## src/rtl/ps2_key_decoder.sv

```systemverilog
// ps2_key_decoder
// Upstream stage of the Pac-Man direction controller. Deframes raw PS/2
// keyboard traffic (start, 8 data bits LSB first, odd parity, stop), resolves
// the E0 (extended) and F0 (break) prefixes and presents each key event as an
// 8-bit scan code with a one-cycle ps2_ready strobe.
//
// Optional feature macro: PS2_BREAK_EN
//   undefined - break events are swallowed silently, no ps2_release port
//   defined   - break events are reported too, flagged by ps2_release=1
module ps2_key_decoder #(
    parameter int FILTER_LEN     = 8,
    parameter int TIMEOUT_CYCLES = 100000
) (
    input  logic       clk,
    input  logic       rst,
    input  logic       ps2_clk,
    input  logic       ps2_data,
    output logic [7:0] ps2_code,
    output logic       ps2_ready,
    output logic       ps2_ext,
    output logic       frame_err
`ifdef PS2_BREAK_EN
    ,
    output logic       ps2_release
`endif
);

    localparam int FW = (FILTER_LEN > 1) ? $clog2(FILTER_LEN) : 1;
    localparam int TW = $clog2(TIMEOUT_CYCLES + 1);

    typedef enum logic [1:0] {
        IDLE,
        DATA,
        PARITY,
        STOP
    } state_t;

    // Input synchronizers
    logic          clk_meta;
    logic          clk_sync;
    logic          data_meta;
    logic          data_sync;

    // Glitch filter on the PS/2 clock
    logic [FW-1:0] filt_cnt;
    logic          clk_filt;
    logic          clk_filt_d;
    logic          fall;

    // Frame receiver
    state_t        state;
    logic [2:0]    bit_cnt;
    logic [7:0]    shift_reg;
    logic          parity_bit;
    logic [TW-1:0] to_cnt;
    logic          timeout;
    logic          byte_valid;
    logic [7:0]    byte_data;

    // Prefix tracking
    logic          ext_flag;
    logic          brk_flag;

    // Bring both asynchronous keyboard lines into the clk domain; idle level is high
    always_ff @(posedge clk) begin
        if (!rst) begin
            clk_meta  <= 1'b1;
            clk_sync  <= 1'b1;
            data_meta <= 1'b1;
            data_sync <= 1'b1;
        end else begin
            clk_meta  <= ps2_clk;
            clk_sync  <= clk_meta;
            data_meta <= ps2_data;
            data_sync <= data_meta;
        end
    end

    // Filtered clock follows the synced clock only after FILTER_LEN differing samples in a row
    always_ff @(posedge clk) begin
        if (!rst) begin
            clk_filt   <= 1'b1;
            clk_filt_d <= 1'b1;
            filt_cnt   <= '0;
        end else begin
            clk_filt_d <= clk_filt;
            if (clk_sync == clk_filt) begin
                filt_cnt <= '0;
            end else if (filt_cnt == FW'(FILTER_LEN - 1)) begin
                clk_filt <= clk_sync;
                filt_cnt <= '0;
            end else begin
                filt_cnt <= filt_cnt + FW'(1);
            end
        end
    end

    assign fall    = clk_filt_d & ~clk_filt;
    assign timeout = (state != IDLE) && (to_cnt == TW'(TIMEOUT_CYCLES));

    // Frame receiver: advances on filtered falling edges, aborts on an inter-edge timeout
    always_ff @(posedge clk) begin
        if (!rst) begin
            state      <= IDLE;
            bit_cnt    <= '0;
            shift_reg  <= '0;
            parity_bit <= 1'b0;
            to_cnt     <= '0;
            byte_valid <= 1'b0;
            byte_data  <= '0;
            frame_err  <= 1'b0;
        end else begin
            byte_valid <= 1'b0;
            frame_err  <= 1'b0;
            if (timeout) begin
                state     <= IDLE;
                to_cnt    <= '0;
                frame_err <= 1'b1;
            end else if (fall) begin
                to_cnt <= '0;
                case (state)
                    IDLE: begin
                        if (!data_sync) begin
                            state   <= DATA;
                            bit_cnt <= '0;
                        end else begin
                            frame_err <= 1'b1;
                        end
                    end
                    DATA: begin
                        shift_reg <= {data_sync, shift_reg[7:1]};
                        bit_cnt   <= bit_cnt + 3'd1;
                        if (bit_cnt == 3'd7) begin
                            state <= PARITY;
                        end
                    end
                    PARITY: begin
                        parity_bit <= data_sync;
                        state      <= STOP;
                    end
                    STOP: begin
                        if (data_sync && (^{shift_reg, parity_bit})) begin
                            byte_valid <= 1'b1;
                            byte_data  <= shift_reg;
                        end else begin
                            frame_err <= 1'b1;
                        end
                        state <= IDLE;
                    end
                    default: state <= IDLE;
                endcase
            end else if (state == IDLE) begin
                to_cnt <= '0;
            end else begin
                to_cnt <= to_cnt + TW'(1);
            end
        end
    end

    // Prefix layer: remember E0/F0, then turn the final byte into a key event
    always_ff @(posedge clk) begin
        if (!rst) begin
            ext_flag    <= 1'b0;
            brk_flag    <= 1'b0;
            ps2_code    <= 8'h00;
            ps2_ext     <= 1'b0;
            ps2_ready   <= 1'b0;
`ifdef PS2_BREAK_EN
            ps2_release <= 1'b0;
`endif
        end else begin
            ps2_ready <= 1'b0;
            if (frame_err) begin
                ext_flag <= 1'b0;
                brk_flag <= 1'b0;
            end else if (byte_valid) begin
                if (byte_data == 8'hE0) begin
                    ext_flag <= 1'b1;
                end else if (byte_data == 8'hF0) begin
                    brk_flag <= 1'b1;
                end else begin
`ifdef PS2_BREAK_EN
                    ps2_code    <= byte_data;
                    ps2_ext     <= ext_flag;
                    ps2_ready   <= 1'b1;
                    ps2_release <= brk_flag;
`else
                    if (!brk_flag) begin
                        ps2_code  <= byte_data;
                        ps2_ext   <= ext_flag;
                        ps2_ready <= 1'b1;
                    end
`endif
                    ext_flag <= 1'b0;
                    brk_flag <= 1'b0;
                end
            end
        end
    end

endmodule

```

## config.mk

```make
export PLATFORM = sky130hd
export DESIGN_NAME = ps2_key_decoder
export DESIGN_NICKNAME = d
export VERILOG_FILES = /design/src/rtl/ps2_key_decoder.sv
export SDC_FILE = /design/constraint.sdc
export NUM_CORES = 1
export LEC_CHECK = 0
export BUFFER_PORTS_ARGS = -buffer_cell sky130_fd_sc_hd__buf_2
export CELL_PAD_IN_SITES_DETAIL_PLACEMENT = 1
export CELL_PAD_IN_SITES_GLOBAL_PLACEMENT = 1
export CORE_MARGIN = 4
export CORE_UTILIZATION = 47
export CTS_CLUSTER_SIZE = 24
export DETAILED_ROUTE_END_ITERATION = 6
export PLACE_DENSITY_LB_ADDON = 0.05
export SLEW_MARGIN = 10
export SYNTH_ARGS = -nofsm -noshare
export SYNTH_HDL_FRONTEND = slang
export SYNTH_SLANG_ARGS = --single-unit
export TNS_END_PERCENT = 20
```

## constraint.sdc

```tcl
create_clock -name clk -period 2.1 [get_ports clk]
set_clock_uncertainty 0.1 [all_clocks]
set_input_delay 0.42 -clock clk [delete_from_list [all_inputs] [get_ports clk]]
set_output_delay 0.42 -clock clk [all_outputs]
set_load 0.005 [all_outputs]
```

---- Yosys cells after proc, flatten, opt, wreduce, memory -nomap -nowiden ----
Index checks and enable logic that the tools add are counted.
word-level totals
  output and inout port bits .............. 11
  logic and storage cells ................. 83
  bits in registers ....................... 62
  bits of input ports ..................... 4
operators by class
  equal/unequal tests ..................... 12
  bitwise operators ....................... 12
  add/subtract/negate cells ............... 3
  muxes and demuxes ....................... 15
  reduce and logical (&&, ||, !) cells .... 21
operators with widths
  kind                   number
  $add 17x1->17 const B  1
  $eq 17x17->1 const B   1
  $eq 8x8->1 const B     2
  $not 1->1              11
  $mux 1                 9
  $reduce_and 3->1       3
  $reduce_xor 9->1       1
  $pmux 2 s4             1
  $reduce_and 4->1       2
  $reduce_or 4->1        2
  $add 3x1->3 const B    2
  $eq 3x3->1 const B     2
  $ne 2x2->1 const B     3
  $pmux 3 s2             1
  $reduce_and 2->1       3
  $reduce_and 5->1       1
  $reduce_or 5->1        1
  $eq 2x2->1 const B     2
  $mux 2                 2
  $reduce_bool 2->1      2
  $reduce_or 2->1        2
  $mux 3                 1
  $reduce_or 3->1        1
  $eq 2x1->1 const B     1
  5 further kinds        6

---- Longest topological paths before layout ----
Gate-level depths: netlist (run 1).
  depth after elaboration ................. 6
  mapped depth ............................ 8
  gate-level depth less buffers ........... 7

---- Worst setup path after synthesis (run 1) ----
Ideal clock, no wire load.
  kind .................................... reg-to-reg
  from .................................... register to_cnt[0]
  to ...................................... register bit_cnt[0]
  data arrival time ....................... 1.593 ns
  path buffers ............................ 1
  path slack .............................. 0.335 ns
  cell stages (with the launch flop) ...... 9
  required time ........................... 1.928 ns
  cell sequence ........................... dfxtp_1 inv_1 ha_1 nor4b_1 nand4_1 o211ai_2 buf_4 a21o_2 mux2i_1
on the way
  longest elaborated chain between the ends .. 4
RTL lines
  what                        RTL line  source
  start: declaration          55        logic [TW-1:0] to_cnt;
  start signal: assignment    155       to_cnt <= to_cnt + TW'(1);
  $eq 17x17->1                99        assign timeout = (state != IDLE) && (to_cnt == TW'(TIMEOUT_CYCLES));
  $logic_and 1x1->1           99
  $not 1->1 (no line)         n/a
  $reduce_and 4->1 (no line)  n/a
  end signal: assignment      132       bit_cnt <= bit_cnt + 3'd1;
  end: declaration            52        logic [2:0] bit_cnt;
Every way passes these cells.
A chain may end at the register's enable or synchronous reset.

---- Worst setup path in the final report (run 1) ----
  from .................................... register to_cnt[0]
  to ...................................... register shift_reg[0]
on the way
  longest elaborated chain between the ends .. 4
RTL lines
  what                        RTL line  source
  $eq 17x17->1                99
  $logic_and 1x1->1           99
  $not 1->1 (no line)         n/a
  $reduce_and 3->1 (no line)  n/a
  end signal: assignment      131       shift_reg <= {data_sync, shift_reg[7:1]};
  end: declaration            53        logic [7:0] shift_reg;
Every way passes these cells.

==> flow_summary.toml, run 1 <==
[synth]
netlist_area_um2 = 2620
synth_warnings = 0
synth_edf_count = 0
ys_ff_latch = 62
synth.distinct_cells = 38
syn_avg_cell_area_um2 = 9.67
syn_inst = 271
synth.most_common_cell = "dfxtp_1"
netlist_top_cells_count = "62 x dfxtp_1, 41 x nor2_1, 31 x mux2i_1"
synth_top_area_cell = "dfxtp_1"
ys_async_sr_fraction_pct = 0
synth_top_area_share_pct = 47.4
syn-num-nets = 286
synth-seq-area-share_pct = 47.4
yosys-top-cells-area = "dfxtp_1 47%, mux2i_1 12%, nor2_1 5.9%"
synth_flop_cell = "dfxtp_1"

[sta]
slew_violations = 0
tightest_slew_ps = 500
setup_violations = 0
setup_slack_ps = 106
finalHoldViolCount = 0
rsz0062_at_grt = "true"
period_minus_slack_ps = 1990
fmax_mhz = 501
slew_headroom_pct = 66.3
tns_ps = 0
period_share_pct = 95.0

[clock_network]
htree_levels = 3
cts_made_buffers = 9
numClockSinks = 62
cts_tree = "yes"
clockBufferDepth = 2
holdBufCountCts = 0
cts-root-buf = "clkbuf_8"
clk-insertion-delay-late_ps = 340
path_clk_slew_ps = 70

[place]
place_area_um2 = 2840
pre_cts_slack_ps = 113
place.gp.congestion = 0.754
place_inst = 356
io_buffers = 14
detailed_place_hpwl_mm = 3.84

[final_layout]
largest_register_ffs = 17
largest-register = "to_cnt"
diodes = 0
fin_cells = 374
nFillCells = 613
area_growth_syn_to_layout_pct = 18.8
fin_nets = 314
final_area_um2 = 3110
drive_gt1_share_pct = 17.1

[floorplanning]
initial_utilization_pct = 49.7
io_pins = 15
rows = 26
dieArea_um2 = 6830
core_um2 = 5270
die_w_um = 82.7
fp.dieH_um = 82.7

[setup_path]
crit_family = "simple AND/OR/NAND/NOR gates"
worstPathMaxFanout = 6
cp-start-kind = "flop"
crit_chain = "inv_1 -> ha_1 -> nor4b_4 -> nand4_1 -> o211ai_2 -> clkbuf_16 -> mux2i_1 -> nor2_1"
crit_arrival_ps = 2120
crit_slowest_cell = "dfxtp_4"
cpPeakStageDelay_ps = 370
end_kind = "flop"
critical_path_buf_inv_count = 2
critPathKind = "flop to flop"
critPathRequiredTime_ps = 2230

[power_and_ir_drop]
switching_share_pct = 21.6
p_switching_mw = 0.494
p_per_area_nw_per_um2 = 736
combPwrFrac_pct = 1.3
p_leak_nw = 1.36
power_frac_clock_pct = 47.2
finalPower_mw = 2.29
peakVddDrop_uv = 473
seqPwrFrac_pct = 51.6
cellInternalPower_mw = 1.80

[outcome]
outcome = "finished clean"

[detailed_routing]
drcViolationCount = 0
drt_iter0_drc = 43
num_vias = 1941
drt_wl_total_mm = 5.54
first_pass_iters = 3
wl_per_cell_um = 14.8
ant_nets = 0
post_drt_via_cell_ratio = 5.19

[grt]
grt_overflow = 0
antenna_found_initial = 0
grt_first_pass_wirelength_mm = 9.36
grt_use_total_pct = 18.4
grt_max_degree = 21
grt_pass1_vias = 1997

[hold_path]
hp-class = "input port to flop"

[run]
drv_cap = 0
-- timing repair --
item / in CTS / in global routing
resized for setup: 0 / 7
buffers inserted: 0 / 1
setup endpoints to repair: 0 / 20
-- layout make-up --
cell class                      count  area (µm²)  area share [%]
Clock buffer                       11         151            4.87
Clock inverter                      5        57.6            1.85
Inverter                            9        33.8            1.09
Multi-Input combinational cell    191        1330            42.8
Sequential cell                    62        1250            40.0
Tap cell                           70        87.6            2.81
Timing Repair Buffer               26         203            6.51
-- path summary, 6_finish.rpt --
kind                        startpoint                        end  slack [ps]  depth (start not counted)
setup / recovery  to_cnt[0]$_SDFF_PP0_  shift_reg[0]$_SDFFE_PN0P_         110                          8
hold / removal                ps2_data       data_meta$_SDFF_PN1_         160                          2
setup reg to reg  to_cnt[0]$_SDFF_PP0_  shift_reg[0]$_SDFFE_PN0P_         110                          8
hold reg to reg    clk_meta$_SDFF_PN1_        clk_sync$_SDFF_PN1_         310                          1
-- cell families after synthesis --
| kind of cell | synth area share, % |
|---|---|
| flip-flops | 47.4 |
| multiplexers | 11.8 |
| AND/OR/NAND/NOR | 20.5 |
| XOR/XNOR | 8.50 |
| adder cells (fa/ha/maj) | 5.25 |
| buffers and inverters | 2.82 |
| AO/OA/AOI/OAI | 3.73 |
-- metal layers --
layer	vias to the layer above	track usage [%]	wire, µm
met5	-	0	0
met4	0	7.52	105
met3	12	6.18	194
met2	23	28.6	2580
met1	941	23.3	2660
li1	965	-	-
-- metrics by stage --
stage / utilization, % / hold slack [ps]
4_1_cts: 57.8 / 146
5_1_grt: 59.0 / 163
3_5_place_dp: 53.8 / 297
6_report: 59.0 / 163
2_1_floorplan: - / 286
3_3_place_gp: 53.8 / 294
-- power groups by stage --
stage                     clock network (mW)  logic (mW)  registers, mW
after floorplan                            0      0.0209           1.21
final                                   1.08      0.0295           1.18
after detailed placement                   0      0.0299           1.21
after global routing                    1.18      0.0332           1.18
after CTS                               1.11      0.0301           1.18
after global placement                     0      0.0293           1.21
-- placed cells by master (no fill, tap or decap), types with 2 or more instances in the layout --
cell type   netlist  routed
dfxtp_1          62      60
nor2_1           41      41
mux2i_1          31      31
nand2_1          29      29
buf_2             2      14
xor2_1           13      13
ha_1             11      11
clkbuf_8          0      11
inv_1             9       9
buf_4             1       9
nand2b_1          8       8
xnor2_1           8       8
nand4_1           6       6
nand3_1           6       6
a21oi_1           5       5
nor3_1            5       5
and3_1            3       3
and2_1            3       3
clkinvlp_4        0       3
o21ai_0           2       2
buf_12            0       2
Power figures use the tool's default switching activity.
==> inputs of run 2 (changes only) <==
Settings changed: CORE_UTILIZATION 47 to 50.
Clock period 2.1 ns to 2.5 ns, I/O delays scaled along.
==> flow_summary.toml, run 2 (synthesis results as in run 1) <==
[outcome]
outcome = "finished clean"

[clock_network]
cts_made_buffers = 9
numClockSinks = 62
clockBufferDepth = 2
clk-insertion-delay-late_ps = 330
post_cts.repair.setup_buffers = 0
cts_resized = 0
cts_tree = "yes"
cts-root-buf = "clkbuf_8"
holdBufCountCts = 0
path_clk_slew_ps = 60
htree_levels = 3

[grt]
grt_use_total_pct = 17.9
met2_usage_pct = 27.8
grt_first_pass_wirelength_mm = 8.85
grt_pass1_vias = 1919
antenna_found_initial = 0
grt.met1_usage_pct = 22.9
grt_max_degree = 22
top_usage_layer = "met2"
grt_overflow = 0
use_met3_pct = 3.81

[sta]
fmax_mhz = 485
finalHoldViolCount = 0
rsz0062_at_grt = "false"
slew_violations = 0
whs_ps = 250
slew_headroom_pct = 64.8
setup_violations = 0
tns_ps = 0
setup_slack_ps = 436
period_share_pct = 82.5
period_minus_slack_ps = 2060
tightest_slew_ps = 529

[power_and_ir_drop]
power_frac_clock_pct = 44.2
p_switching_mw = 0.387
p_leak_nw = 1.28
switching_share_pct = 21.2
cellInternalPower_mw = 1.44
seqPwrFrac_pct = 54.5
p_per_area_nw_per_um2 = 617
finalPower_mw = 1.82
peakVddDrop_uv = 350
combPwrFrac_pct = 1.3

[floorplanning]
io_pins = 15
dieArea_um2 = 6460
rows = 26
initial_utilization_pct = 51.3
core_um2 = 5110
die_w_um = 80.4
fp.dieH_um = 80.4

[final_layout]
largest_register_ffs = 17
fin_nets = 306
largest-register = "to_cnt"
final_area_um2 = 2950
final_cell_mix = "62 x dfxtp_1, 41 x nor2_1, 31 x mux2i_1"
diodes = 0
final_common_cell = "dfxtp_1"
fin_cells = 366
drive_gt1_share_pct = 13.2
area_growth_syn_to_layout_pct = 12.8
fin_util_pct = 57.8

[detailed_routing]
post_drt_via_cell_ratio = 5.01
drt_wl_total_mm = 4.94
drcViolationCount = 0
wl_per_cell_um = 13.5
drt_iter0_drc = 108
first_pass_iters = 4
num_vias = 1832
ant_nets = 0

[place]
place.gp.congestion = 0.738
pre_cts_slack_ps = 454
detailed_place_hpwl_mm = 3.54
place_inst = 350
place_area_um2 = 2770
io_buffers = 14

[setup_path]
end_kind = "flop"
cpPeakStageDelay_ps = 360
crit_slowest_cell = "dfxtp_1"
crit_arrival_ps = 2220
critPathKind = "flop to flop"
worstPathMaxFanout = 9
worst-path-stages = 8
critPathRequiredTime_ps = 2650
crit_chain = "inv_1 -> ha_1 -> nor4b_1 -> nand4_1 -> o211ai_2 -> buf_4 -> a21o_2 -> mux2i_1"
crit_family = "simple AND/OR/NAND/NOR gates"
reg2reg_depth = 8
cp-start-kind = "flop"
critical_path_buf_inv_count = 2

[run]
drv_cap = 0

[hold_path]
hold_depth = 2
hp-class = "input port to flop"
==> run 2: changes by cell type in the layout (fill, tap and decap cells not counted), sizes merged <==
cell	delta
buf	-7
clkinvlp	-2
bufinv	-1
clkbuf	+1
clkinv	+1
==> run 2: cell type report <==
| type | count | area (µm²) |
|---|---|---|
| timing repair buffer | 18 | 100 |
| multi-input combinational | 191 | 1310 |
| clock inverter | 3 | 17.5 |
| inverter | 9 | 33.8 |
| fill | 615 | 2150 |
| tap | 70 | 87.6 |
| sequential | 62 | 1240 |
| clock buffer | 13 | 169 |
==> run 2: per-layer routing <==
metal	share of wire (%)	wire length [µm]
met1	49	2430
met2	46	2270
met3	2.6	128
met4	2.2	109
met5	0	0
==> run 2: worst reg2reg max path, delay by kind of cell (launching register included) <==
family / cells / cell delay (ps)
AOI/OAI and AO/OA: 2 / 370
adders and majority gates: 1 / 150
buffers and inverters: 2 / 300
DFF: 1 / 360
muxes: 1 / 200
and+or+nand+nor: 2 / 530
==> run 2: final timing paths <==
kind              slack, ps                 start                 endpoint
hold / removal          250               ps2_clk      clk_meta$_SDFF_PN1_
hold reg to reg         310   clk_meta$_SDFF_PN1_      clk_sync$_SDFF_PN1_
setup / recovery        440  to_cnt[0]$_SDFF_PP0_  bit_cnt[2]$_SDFFE_PN0P_
setup reg to reg        440  to_cnt[0]$_SDFF_PP0_  bit_cnt[2]$_SDFFE_PN0P_
==> run 2: power by group through the flow <==
| stage | combinational, mW | sequential, mW | clock [mW] |
|---|---|---|---|
| 5_1_grt | 0.0280 | 0.993 | 0.884 |
| 4_1_cts | 0.0248 | 0.993 | 0.835 |
| 6_report | 0.0242 | 0.993 | 0.806 |
| 3_3_place_gp | 0.0245 | 1.02 | 0 |
| 3_5_place_dp | 0.0248 | 1.02 | 0 |
| 2_1_floorplan | 0.0176 | 1.01 | 0 |
